### config.mk
export PLATFORM = sky130hd
export DESIGN_NAME = vram_arbiter
export DESIGN_NICKNAME = d
export VERILOG_FILES = /design/src/rtl/vram_arbiter.sv
export SDC_FILE = /design/constraint.sdc
export NUM_CORES = 1
export LEC_CHECK = 0
export CAP_MARGIN = 10
export CORE_ASPECT_RATIO = 0.5
export CORE_MARGIN = 1
export CORE_UTILIZATION = 35
export CTS_CLUSTER_SIZE = 8
export DETAILED_ROUTE_END_ITERATION = 16
export GPL_TIMING_DRIVEN = 0
export PLACE_DENSITY = 0.79
export REMOVE_ABC_BUFFERS = 1
export SETUP_SLACK_MARGIN = 0.4
export SYNTH_ARGS = -nofsm -noshare
export SYNTH_HDL_FRONTEND = slang
export SYNTH_SLANG_ARGS = --single-unit
### constraint.sdc
create_clock -name clk -period 1.7 [get_ports clk]
set_clock_uncertainty 0.2 [all_clocks]
set_input_delay 0.425 -clock clk [delete_from_list [all_inputs] [get_ports clk]]
set_output_delay 0.425 -clock clk [all_outputs]
set_load 0.02 [all_outputs]
### src/rtl/vram_arbiter.sv
// vram_arbiter: shares one synchronous video RAM between scan-out (fixed priority) and the draw engine.
// Latency: grant is combinational, mem_* is registered (+1 cycle), read data returns RD_LAT+1 cycles after grant.
// Backpressure: req=1 with gnt=0 is a stall and the requester holds its request; macro VRAM_ARB_STARVE_GUARD_EN enables the draw starve guard.
module vram_arbiter #(
  parameter int ADDR_W       = 17,
  parameter int DATA_W       = 8,
  parameter int RD_LAT       = 2,
  parameter int STARVE_LIMIT = 15
) (
  input  logic              clk,
  input  logic              reset,
  input  logic              scan_req,
  input  logic [ADDR_W-1:0] scan_addr,
  output logic              scan_gnt,
  output logic              scan_rvalid,
  output logic [DATA_W-1:0] scan_rdata,
  input  logic              draw_req,
  input  logic              draw_we,
  input  logic [ADDR_W-1:0] draw_addr,
  input  logic [DATA_W-1:0] draw_wdata,
  output logic              draw_gnt,
  output logic              draw_rvalid,
  output logic [DATA_W-1:0] draw_rdata,
  output logic              mem_en,
  output logic              mem_we,
  output logic [ADDR_W-1:0] mem_addr,
  output logic [DATA_W-1:0] mem_wdata,
  input  logic [DATA_W-1:0] mem_rdata
);

  logic force_draw;

`ifdef VRAM_ARB_STARVE_GUARD_EN
  logic [7:0] starve_cnt;

  // The guard fires on the cycle the lost-cycle count has reached the limit.
  assign force_draw = draw_req && (starve_cnt == 8'(STARVE_LIMIT));

  // Count consecutive lost draw cycles; saturate, clear on a draw grant or an idle draw port.
  always_ff @(posedge clk) begin
    if (reset) begin
      starve_cnt <= 8'd0;
    end else if (!draw_req || draw_gnt) begin
      starve_cnt <= 8'd0;
    end else if (starve_cnt != 8'hFF) begin
      starve_cnt <= starve_cnt + 8'd1;
    end
  end
`else
  // Strict fixed priority: scan can starve draw indefinitely.
  assign force_draw = 1'b0 && (STARVE_LIMIT > 0);
`endif

  // Scan wins unless the guard forces draw; both grants are held low during reset.
  assign scan_gnt = !reset && scan_req && !force_draw;
  assign draw_gnt = !reset && draw_req && !scan_gnt;

  // A tag enters the return pipeline for every granted read; writes leave a bubble.
  logic new_tag_v;
  logic new_tag_p;
  assign new_tag_v = scan_gnt || (draw_gnt && !draw_we);
  assign new_tag_p = draw_gnt;

  // Register the winner onto the memory port; idle cycles drop en/we and hold address/data.
  always_ff @(posedge clk) begin
    if (reset) begin
      mem_en    <= 1'b0;
      mem_we    <= 1'b0;
      mem_addr  <= '0;
      mem_wdata <= '0;
    end else if (scan_gnt) begin
      mem_en    <= 1'b1;
      mem_we    <= 1'b0;
      mem_addr  <= scan_addr;
    end else if (draw_gnt) begin
      mem_en    <= 1'b1;
      mem_we    <= draw_we;
      mem_addr  <= draw_addr;
      mem_wdata <= draw_wdata;
    end else begin
      mem_en    <= 1'b0;
      mem_we    <= 1'b0;
    end
  end

  // tag_v/tag_p[0] lines up with mem_en; the extra output stage lines up with mem_rdata.
  logic [RD_LAT-1:0] tag_v;
  logic [RD_LAT-1:0] tag_p;
  logic              ret_v;
  logic              ret_p;

  // Shift {valid, port} tags in issue order; reset discards everything in flight.
  always_ff @(posedge clk) begin
    if (reset) begin
      tag_v <= '0;
      tag_p <= '0;
      ret_v <= 1'b0;
      ret_p <= 1'b0;
    end else begin
      tag_v[0] <= new_tag_v;
      tag_p[0] <= new_tag_p;
      for (int i = 1; i < RD_LAT; i++) begin
        tag_v[i] <= tag_v[i-1];
        tag_p[i] <= tag_p[i-1];
      end
      ret_v <= tag_v[RD_LAT-1];
      ret_p <= tag_p[RD_LAT-1];
    end
  end

  // Route the returning word to the port that issued it; data lines are shared.
  assign scan_rvalid = ret_v && !ret_p;
  assign draw_rvalid = ret_v && ret_p;
  assign scan_rdata  = mem_rdata;
  assign draw_rdata  = mem_rdata;

endmodule

==> key figures <==
Detailed routing
  • Met1 WL: 2096 µm
  • Drt first pass iters: 4
  • Average wire per standard cell: 18.11 µm
  • DRT iter0 DRCs: 56
  • Vias/cell: 4.799
  • Met2 routed WL: 2610 µm
  • Routed WL: 5035 µm
  • Vias: 1334
  • Antenna viol nets, final: 0
  • DRC: 0
  • WL met3: 203 µm
  • Top routing layer in use: met4

Global routing
  • GR Util All Layers: 0.2121
  • First-pass GRT wire length: 7279 µm
  • Largest net degree at the start of global routing: 22
  • Vias in the first global route: 1394
  • Initial antenna violation count: 0
  • Grt ovf: 0

Worst setup path
  • Kind of critical path: reg2out
  • CP arrival: 900 ps
  • Worst-path fanout max: 2
  • Critical-path cell list: and2_4, buf_6
  • Slowest cell on the critical path: dfxtp_2
  • Data required time of the worst path: 1070 ps
  • Setup crit end kind: output pin
  • Worst reg2reg setup slack: 430 ps
  • RR Startpoint: mem_addr[3]
  • RR Endpoint: mem_addr[3]
  • Cell count of the worst reg-to-reg path: 4
  • Max incr delay on CP: 340 ps
  • CP startpoint kind: flip-flop

Yosys
  • Ys Warns: 0
  • EDFF count, synth: 0
  • Async SR Flop Fraction: 0
  • Synth Area per Inst: 10.11 µm²
  • Yosys reg bits: 33
  • Synth unique cells: 15
  • Post-Syn Area: 1526 µm²
  • Sequential area share after synthesis: 0.4328
  • Top_reg_cell synth: dfxtp_1
  • Post-Synthesis Cells: 151

Clock network
  • Cts hold-fix bufs: 0
  • Clock buffer depth: 2
  • Clk slew on worst S/H paths: 70 ps
  • TritonCTS Buffers: 5
  • H-Tree Depth: 2
  • CTS tree: done
  • Clock Latency Late Sink: 280 ps
  • Root Buffer: clkbuf_8
  • CTS sink cnt: 33

Finish
  • N_diodes: 0
  • Area Overhead vs Synth: 74.84%
  • # fillers: 271
  • Layout cells sized above 1: 0.4777
  • Final nets: 278

STA
  • Pins Over Slew Limit: 0
  • WHS: 252.6 ps
  • Slew Limit Headroom: 0.8704
  • Fin crit share: 0.8971
  • Final setup fails: 0
  • Post-layout min period: 1525 ps
  • RSZ-0062 raised after global routing: yes
  • Setup TNS: 0 ps
  • Slew at the pin closest to its max-slew limit: 188.9 ps
  • F_max: 655.7 MHz
  • Final hold violations: 0

Placement
  • Dpl hpwl: 2836 µm
  • Number of I/O port buffers: 77
  • RD Place Congestion: 0.7302

Die
  • Core Area: 4044 µm²
  • I/O Pins: 102
  • Die ar.: 4646 µm²
  • Die width: 95.40 µm
  • Initial Util: 0.3775
  • Die Y: 48.70 µm
  • Cell row count: 16

Power
  • Pleak: 0.001332 µW
  • Worst VDD drop: 0.4036 mV
  • Pwr Density: 796.8 nW/µm²

Min path
  • Worst Min Path Start: tag_p[0]
  • Worst hold stages: 1
  • Hold Path Sink: tag_p[1]
  • Worst hold path type: reg2reg

Status
  • Outcome: finished clean

Flow run
  • Max_cap viols: 0
-- cell type report --
type                    instances  area, µm²  share of cell area
flip-flops and latches         33      696.9              0.2611
clock inverters                 1      30.03             0.01125
inverters                       1      3.754            0.001406
clock buffers                   7      86.33             0.03235
repair buffers                 91       1070              0.4008
multi-input cells              91      714.4              0.2677
well taps                      54      67.56             0.02532
-- cells in the mapped netlist, types with 3 or more instances --
library cell	number	share of area
a21oi_1	9	0.030
buf_2	4	0.013
buf_4	16	0.079
buf_6	3	0.022
clkbuf_1	3	0.0074
dfxtp_1	33	0.43
mux2_4	17	0.17
mux2i_1	17	0.11
nand2_1	16	0.039
nor2_1	22	0.054
nor2b_1	7	0.029
-- registers in the layout, indices dropped and copies added, names as in the netlist --
register / count
mem_we: 1
mem_wdata: 8
ret_v: 1
ret_p: 1
mem_addr: 17
tag_p: 2
tag_v: 2
mem_en: 1
-- critical path, delay by kind of cell, from the launching register on --
kind                   cells  cell delay (ps)
buffers and inverters      1              120
DFF                        1              340
and+or+nand+nor            1              150
-- metrics by stage --
| stage | area, µm² | cells | total power, µW | setup WS [ps] | util |
|---|---|---|---|---|---|
| after global placement | 2180 | 256 | 1265 | -1842 | 0.5390 |
| after detailed placement | 2180 | 256 | 1277 | -1867 | 0.5390 |
| after floorplan | 1341 | 125 | 1028 | 110.1 | - |
| final | 2669 | 278 | 2127 | 174.9 | 0.6600 |
| after CTS | 2544 | 274 | 2104 | 175.1 | 0.6290 |
| after global routing | 2669 | 278 | 2193 | 155.6 | 0.6600 |
-- timing repair --
action                     CTS  global route
setup endpoints to repair   64            46
pin swaps                    3            12
gates resized for setup    248            24
buffers inserted             8             3
gates cloned                 2             1
-- power by group --
group | internal [µW] | leakage (µW) | switching [µW]
registers | 827 | 0.000282 | 31.3
clock network | 478 | 0.0000585 | 288
logic | 311 | 0.000991 | 191
total | 1620 | 0.00133 | 510
-- layout by cell type, fill, tap and decap left out, types with 3 or more instances in the layout --
cell type	count
buf_6	32
dfxtp_2	29
clkdlybuf4s50_1	26
nor2_1	21
mux2_4	17
mux2i_1	17
nand2_1	16
dlymetal6s2s_1	14
buf_4	10
a21oi_1	9
clkbuf_8	6
nor2b_1	4
dfxtp_1	4
nor2b_4	3
dlygate4sd2_1	3
buf_16	3
-- worst max path at each step --
| stage | start | endpoint | slack, ps | cells after the start |
|---|---|---|---|---|
| 2_1_floorplan | scan_req | draw_gnt | 110 | 2 |
| 3_3_place_gp | draw_req | draw_gnt | -1840 | 4 |
| 5_1_grt | ret_p | draw_rvalid | 160 | 2 |
| 3_5_place_dp | draw_req | draw_gnt | -1870 | 4 |
| 4_1_cts | scan_req | draw_gnt | 180 | 4 |
| 6_report | ret_p | draw_rvalid | 170 | 2 |
-- layer usage --
metal / vias to the layer above / global-route usage
met5: - / 0
met2: 39 / 0.3821
met4: 0 / 0.1020
li1: 618 / -
met3: 14 / 0.06289
met1: 663 / 0.2257
-- kinds of logic after synthesis --
family                 count (synthesis)  synth area share
multiplexers                          34            0.2787
AO/OA/AOI/OAI                          9           0.02951
buffers and inverters                 27            0.1238
AND/OR/NAND/NOR                       48            0.1352
flip-flops                            33            0.4328
Power figures use the tool's default switching activity.
